<file path="config.mk">
export PLATFORM = sky130hd
export DESIGN_NAME = cursor_overlay
export DESIGN_NICKNAME = d
export VERILOG_FILES = /design/src/rtl/cursor_overlay.sv
export SDC_FILE = /design/constraint.sdc
export NUM_CORES = 1
export LEC_CHECK = 0
export ABC_AREA = 1
export BUFFER_PORTS_ARGS = -buffer_cell sky130_fd_sc_hd__buf_2
export CORE_AREA = 4 4 153 155
export DETAILED_ROUTE_END_ITERATION = 10
export DIE_AREA = 0 0 157 159
export PLACE_DENSITY_LB_ADDON = 0.08
export SLEW_MARGIN = 20
export SYNTH_ARGS = -nofsm -noshare
export SYNTH_HDL_FRONTEND = slang
export SYNTH_SLANG_ARGS = --single-unit
</file>
<file path="constraint.sdc">
create_clock -name clk -period 7 [get_ports clk]
set_input_delay 1.4 -clock clk [delete_from_list [all_inputs] [get_ports clk]]
set_output_delay 1.4 -clock clk [all_outputs]
set_load 0.02 [all_outputs]
</file>
<file path="src/rtl/cursor_overlay.sv">
// Sprite cursor overlay for the VGA stream: draws one of NUM_SPRITES ROM sprites at the
// mouse position, with frame-latched parameters and a timing delay matched to the ROM latency.
module cursor_overlay #(
   parameter int          NUM_SPRITES = 2,
   parameter int          SPR_W       = 48,
   parameter int          SPR_H       = 48,
   parameter int          ROM_LAT     = 1,
   parameter logic [11:0] TRANSP      = 12'h0F0,
   parameter int          SEL_W       = 2,
   parameter int          ADDR_W      = $clog2(NUM_SPRITES*SPR_W*SPR_H)
) (
   input  logic              clk,
   input  logic              rst,
   input  logic [11:0]       xpos,
   input  logic [11:0]       ypos,
   input  logic [SEL_W-1:0]  sprite_sel,
   input  logic              ovl_en,
   input  logic [10:0]       in_hcount,
   input  logic [10:0]       in_vcount,
   input  logic              in_hsync,
   input  logic              in_vsync,
   input  logic              in_hblnk,
   input  logic              in_vblnk,
   input  logic [11:0]       in_rgb,
   output logic [ADDR_W-1:0] rom_addr,
   input  logic [11:0]       rom_data,
   output logic [10:0]       out_hcount,
   output logic [10:0]       out_vcount,
   output logic              out_hsync,
   output logic              out_vsync,
   output logic              out_hblnk,
   output logic              out_vblnk,
   output logic [11:0]       out_rgb,
   output logic              frame_tick
);

   localparam int L = ROM_LAT + 1;

   typedef struct packed {
      logic [10:0] hcount;
      logic [10:0] vcount;
      logic        hsync;
      logic        vsync;
      logic        hblnk;
      logic        vblnk;
      logic [11:0] rgb;
   } video_t;

   video_t             line_q [L];
   logic [ROM_LAT:0]   hit_q;
   logic               vsync_q;
   logic [11:0]        act_x;
   logic [11:0]        act_y;
   logic [SEL_W-1:0]   act_sel;
   logic               act_en;

   logic               vs_rise;
   logic signed [12:0] dx;
   logic signed [12:0] dy;
   logic               hit;
   logic [ADDR_W-1:0]  addr_next;

   // NOTE: every signal written here gets a value on every path, so no latch is inferred.
   always_comb begin
      vs_rise   = in_vsync && !vsync_q;
      dx        = $signed({2'b00, in_hcount}) - $signed({1'b0, act_x});
      dy        = $signed({2'b00, in_vcount}) - $signed({1'b0, act_y});
      hit       = act_en && !in_hblnk && !in_vblnk
                  && !dx[12] && (int'(dx) < SPR_W)
                  && !dy[12] && (int'(dy) < SPR_H);
      addr_next = ADDR_W'(int'(act_sel) * SPR_W * SPR_H + int'(dy) * SPR_W + int'(dx));
   end

   // NOTE: sequential state uses non-blocking assignments so every register samples pre-edge values.
   always_ff @(posedge clk) begin
      if (rst) begin
         vsync_q    <= 1'b0;
         act_x      <= '0;
         act_y      <= '0;
         act_sel    <= '0;
         act_en     <= 1'b0;
         frame_tick <= 1'b0;
         rom_addr   <= '0;
         hit_q      <= '0;
         // NOTE: the delay line is cleared too, so a reset mid-frame blanks the output cleanly.
         for (int i = 0; i < L; i++) line_q[i] <= '0;
      end else begin
         vsync_q    <= in_vsync;
         frame_tick <= vs_rise;
         if (vs_rise) begin
            act_x  <= xpos;
            act_y  <= ypos;
            act_en <= ovl_en;
            // Out-of-range selections keep the last valid sprite.
            if (int'(sprite_sel) < NUM_SPRITES) act_sel <= sprite_sel;
         end
         if (hit) rom_addr <= addr_next;
         hit_q     <= {hit_q[ROM_LAT-1:0], hit};
         line_q[0] <= '{hcount: in_hcount, vcount: in_vcount, hsync: in_hsync,
                        vsync: in_vsync, hblnk: in_hblnk, vblnk: in_vblnk, rgb: in_rgb};
         for (int i = 1; i < L; i++) line_q[i] <= line_q[i-1];
      end
   end

   // The final mux sits on rom_data directly so the total latency stays at ROM_LAT+1.
   assign out_hcount = line_q[L-1].hcount;
   assign out_vcount = line_q[L-1].vcount;
   assign out_hsync  = line_q[L-1].hsync;
   assign out_vsync  = line_q[L-1].vsync;
   assign out_hblnk  = line_q[L-1].hblnk;
   assign out_vblnk  = line_q[L-1].vblnk;
   assign out_rgb    = (hit_q[ROM_LAT] && rom_data != TRANSP) ? rom_data : line_q[L-1].rgb;

endmodule

</file>
# Yosys cells after proc, flatten, opt, wreduce, memory -nomap -nowiden
# Memories as Yosys holds them, arrays and structs flattened.
# Index checks and enable logic that the tools add are counted.
[word_totals]
regBits = 44
mem_bits_rw = 76
input_bits = 79
output_inout_bits = 52
elab_cells = 42
n_memories = 1
[classes]
add_sub_neg = 4
n_mul = 3
magnitude_cmp = 3
eq_ne = 1
n_mux = 6
bitwise_logic = 2
n_reduce_logical = 14
[memory_table]
columns = ["memory", "words", "width", "rd", "rd_clocked_by_memory_dff", "wr", "line_no", "text"]
rows = [
  ["line_q", 2, 38, 2, 0, 2, "49", "video_t line_q [L];"],
]
[ops]
columns = ["cell", "n"]
rows = [
  ["38-bit two-way mux", 2],
  ["13-bit adder", 2],
  ["13-bit by 7-bit less-than comparator with 1-bit output, second input constant", 2],
  ["11-bit by 12-bit subtractor with 13-bit output", 2],
  ["13-bit by 3-bit multiplier with 9-bit output, second input constant", 1],
  ["12-bit two-way mux", 1],
  ["12-bit by 8-bit != test with 1-bit output, second input constant", 1],
  ["1-bit logical AND", 8],
  ["1-bit logical NOT", 5],
  ["4-bit by 2-bit multiplier with 5-bit output, second input constant", 1],
  ["2-bit by 2-bit multiplier with 4-bit output, second input constant", 1],
  ["1-bit two-way mux", 3],
  ["2-bit less-than comparator, second input constant", 1],
  ["1-bit OR", 2],
  ["2-bit AND reduction", 1],
]

# Logic depth before layout (Yosys ltp)
[depth]
word_depth = 7
depth_mapped = 34
ltp_nobuf = 33

# Worst setup path before layout
# OpenSTA, ideal clock, no wires.
[synth_path]
kind = "input to register"
from = "input port in_vcount[0]"
to = "register rom_addr[12]"
setup_ns = 0.113
arrival_time_ns = 5.222
t_required_ns = 6.887
slack_ns = 1.665
stages = 28
path_buffers = 0
path_cell_list = "inv_1 > ha_1 > fa_1 > inv_1 > nand3_1 > nand2_1 > nand2_1 > nand2_1 > inv_1 > ha_1 > ha_1 > a21oi_1 > and2_1 > inv_1 > a21oi_1 > nor2_1 > nor2_1 > xnor2_1 > fa_1 > ha_1 > inv_1 > o31ai_1 > a21oi_1 > nand3b_1 > nand2_1 > nand3_1 > nand2_1 > nor2_1"
[synth_via]
elab_chain_cells = 4
word_cells_on_any_way = 8
cone_classes = "add/sub: 3; mul: 1; order compare: 1; reduce/logical: 3"
[synth_lines]
columns = ["element", "line_no", "text"]
rows = [
  ["start, declared", "19", "input logic [10:0] in_vcount,"],
  ["11-bit by 12-bit subtractor with 13-bit output (*)", "67", "dy = $signed({2'b00, in_vcount}) - $signed({1'b0, act_y});"],
  ["13-bit by 3-bit multiplier with 9-bit output / 1-bit logical NOT (equally long branches)", "71, 70", ""],
  ["13-bit adder / 1-bit logical AND (equally long branches) (2 in series)", "71, 70", ""],
  ["end signal, assigned", "97", "if (hit) rom_addr <= addr_next;"],
  ["end, declared", "25", "output logic [ADDR_W-1:0] rom_addr,"],
]
# Mark *: on every way between the ends. The rest lies on a longest branch, timed or not.
# A chain may end at the register's enable or synchronous reset.

# Worst setup path after layout
# Same ends and word-level chain as after synthesis.

==> results.txt <==
Total Power: 0.002489 W
Fmax: 0.1849 GHz
Critical R2R Launch: act_y[0]$_SDFFE_PP0P_
Cells after Synth: 899
Final ANT Viol Nets: 0
syn avg cell area: 7.271 um^2
crit-path leading delay family: adder cells
GRT met2 Usage: 0.2114
Yosys Warn Count: 0
fraction of registers with async set or reset after synthesis: 0
Die Ht: 159 um
count of cell types in the netlist: 39
Routed Wire Length: 16000 um
DIE AREA: 24960 um^2
Final Hold Fails: 0
instance count on the critical path: 29
ys flop type: dfxtp_1
layout cells sized above 1: 0.2043
Crit Path Class: in2reg
Fillers: 2399
Fin Hold WS: 394.3 ps
Design Area, Final: 7863 um^2
grt peak-use layer: met2
DRC viols: 0
port buffer count: 130
CP peak stage delay: 440 ps
top cells by count, synth: inv_1, nor2_1, nand2_1
io pins: 131
Max-slew headroom: 0.4338
initial antenna violation count: 0
clock buffer count from CTS: 17
r2r setup slk: 2410 ps
sequential share of the synthesized area: 0.3645
RSZ-0062 raised after global routing: no
Arrival @ worst endpoint: 5720 ps
Pwr Density: 316.5 nW/um^2
Layout area overhead: 20.29%
share of the synthesized area in the top cell type: 0.3645
H-tree Lvls: 4
number of synthesized flops with an enable pin: 0
Initial Utilization: 0.2995
Worst Slack Setup Final: 1591 ps
global placer's final weighted congestion: 0.8177
largest net degree at the start of global routing: 81
Worst-Skew Late Latency: 420 ps
CP max FO: 5
syn nets: 1039
gr ovfl total: 0
Min-Delay Path Class: reg2reg
Synth area leaders: dfxtp_1, inv_1, ha_1, nor2_1, nand2_1
Buf/Inv on CP: 6
Die Wd: 157 um
nature of the critical path startpoint: primary input
Tcrit/Tclk final: 0.7728
top-count cell post-synth: inv_1
postcts setup bufs: 0
length in cells of the worst reg-to-reg path: 27
1st-iter DRT viols: 177
clock-pin slew on the worst setup and hold paths: 60 ps
Max Cap Viol: 0
HP Start: line_q[0][11]$_SDFF_PP0_
hold path cells: 2
CTS tree: yes
drt wl/cell: 12.33 um
Final nets: 1145
worst vdd ir: 0.1798 mV
Worst path slowest cell: fa_1
Worst R2R End: rom_addr[12]$_SDFFE_PP0P_
Worst setup EP type: register
row count: 54
Max Root-Sink Buffers: 2
Cell Area, Placed: 7298 um^2
diodes inserted: 0
max-slew violation count: 0
CTS sink cnt: 119
CTS Hold Bufs: 0
status: complete, no violations
vias in the first global route: 5286
post-DP HPWL: 12190 um
Worst Hold End: line_q[0][49]$_SDFF_PP0_
WP data required: 7310 ps
vias after detailed routing: 5357
Pre-antenna DRT Iters: 4
GRT Total Usage: 0.1319
area leader, netlist: dfxtp_1
number of synthesized register bits: 119
first-pass GRT wire length: 26120 um
final setup vio count: 0
worst slew pin tran: 849.3 ps
DP Worst Slack: 1097 ps
setup total negative slack: 0 ps
synthesized cell area: 6536 um^2
grt met1 use: 0.1732
grt met3 use: 0.03479
core area: 21820 um^2
Final min period: 5409 ps
post-CTS sizing: 0
Root Driver: clkbuf_16
vias per cell: 4.127
worst clock skew: 9.543 ps
Leakage: 4.172 nW
## cells by family (layout without fill, tap and decap cells)
family / after synthesis / count (layout) / synth area share
simple gates: 367 / 367 / 0.2489
buf+inv: 237 / 356 / 0.1518
flops: 119 / 119 / 0.3645
xor+xnor: 20 / 20 / 0.02680
compound gates: 91 / 91 / 0.07523
mux: 4 / 4 / 0.006891
fa+ha+maj: 61 / 61 / 0.1260
## cells in the final DEF (no fill, tap or decap), types with 4 or more instances in the layout
cell,count
nand3_2,6
nand3_1,36
buf_2,130
inv_1,184
clkinv_4,4
nand2_2,11
dfxtp_1,119
clkbuf_16,17
nand4_1,11
xor2_1,12
nor2_1,141
nor2_4,4
nand3b_1,6
fa_1,8
o21ai_0,39
nand2_1,136
inv_2,7
ha_1,53
and2_1,4
mux2_2,4
a21oi_1,42
xnor2_1,8
## state kept, by name (all words and copies together), names as in the netlist
name        cells
act_x          12
act_en          1
act_y          12
act_sel         2
line_q         76
rom_addr       13
frame_tick      1
hit_q           2
## worst register-to-register path, delay by kind of cell, from the launching register on
family / cells / cell delay (ps)
adder cells (fa/ha/maj): 6 / 2110
AO/OA/AOI/OAI: 4 / 560
buffers and inverters: 4 / 260
AND/OR/NAND/NOR: 12 / 1060
flip-flops: 1 / 320
XOR/XNOR: 1 / 150
## how the worst max path moves through the flow
stage	from	end	slack, ps
6_report	in_vcount[0]	rom_addr[12]$_SDFFE_PP0P_	1590
5_1_grt	in_vcount[0]	rom_addr[12]$_SDFFE_PP0P_	1210
4_1_cts	in_vcount[0]	rom_addr[12]$_SDFFE_PP0P_	1530
3_5_place_dp	in_vcount[0]	rom_addr[12]$_SDFFE_PP0P_	1100
3_3_place_gp	in_vcount[0]	rom_addr[12]$_SDFFE_PP0P_	1190
2_1_floorplan	in_vcount[0]	rom_addr[12]$_SDFFE_PP0P_	1660
## layout make-up
cell class / count / area [um^2] / share of cell area
Multi-Input combinational cell: 543 / 3176 / 0.4039
Inverter: 191 / 716.9 / 0.09118
Sequential cell: 119 / 2382 / 0.3030
Clock inverter: 13 / 121.4 / 0.01544
Clock buffer: 19 / 442.9 / 0.05633
Timing Repair Buffer: 133 / 673.1 / 0.08561
Tap cell: 280 / 350.3 / 0.04456
## power breakdown
part / total (W) / leakage (nW) / switching [W] / internal, W
combinational: 0.000930 / 2.92 / 0.000561 / 0.000369
clock: 0.000840 / 0.274 / 0.000340 / 0.000501
sequential: 0.000719 / 0.982 / 0.00000908 / 0.000710
total: 0.00249 / 4.17 / 0.000910 / 0.00158
## through the flow
stage            util  cells
2_1_floorplan       -    899
3_3_place_gp   0.3340   1266
3_5_place_dp   0.3344   1266
4_1_cts        0.3603   1298
5_1_grt        0.3603   1298
6_report       0.3603   1298
## per-layer routing
metal / vias to the layer above / wire length [um]
li1: 2923 / -
met1: 2343 / 7881
met2: 82 / 7207
met3: 9 / 698
met4: 0 / 212
met5: - / 0
Note: power is estimated with default switching activity, not from simulation.
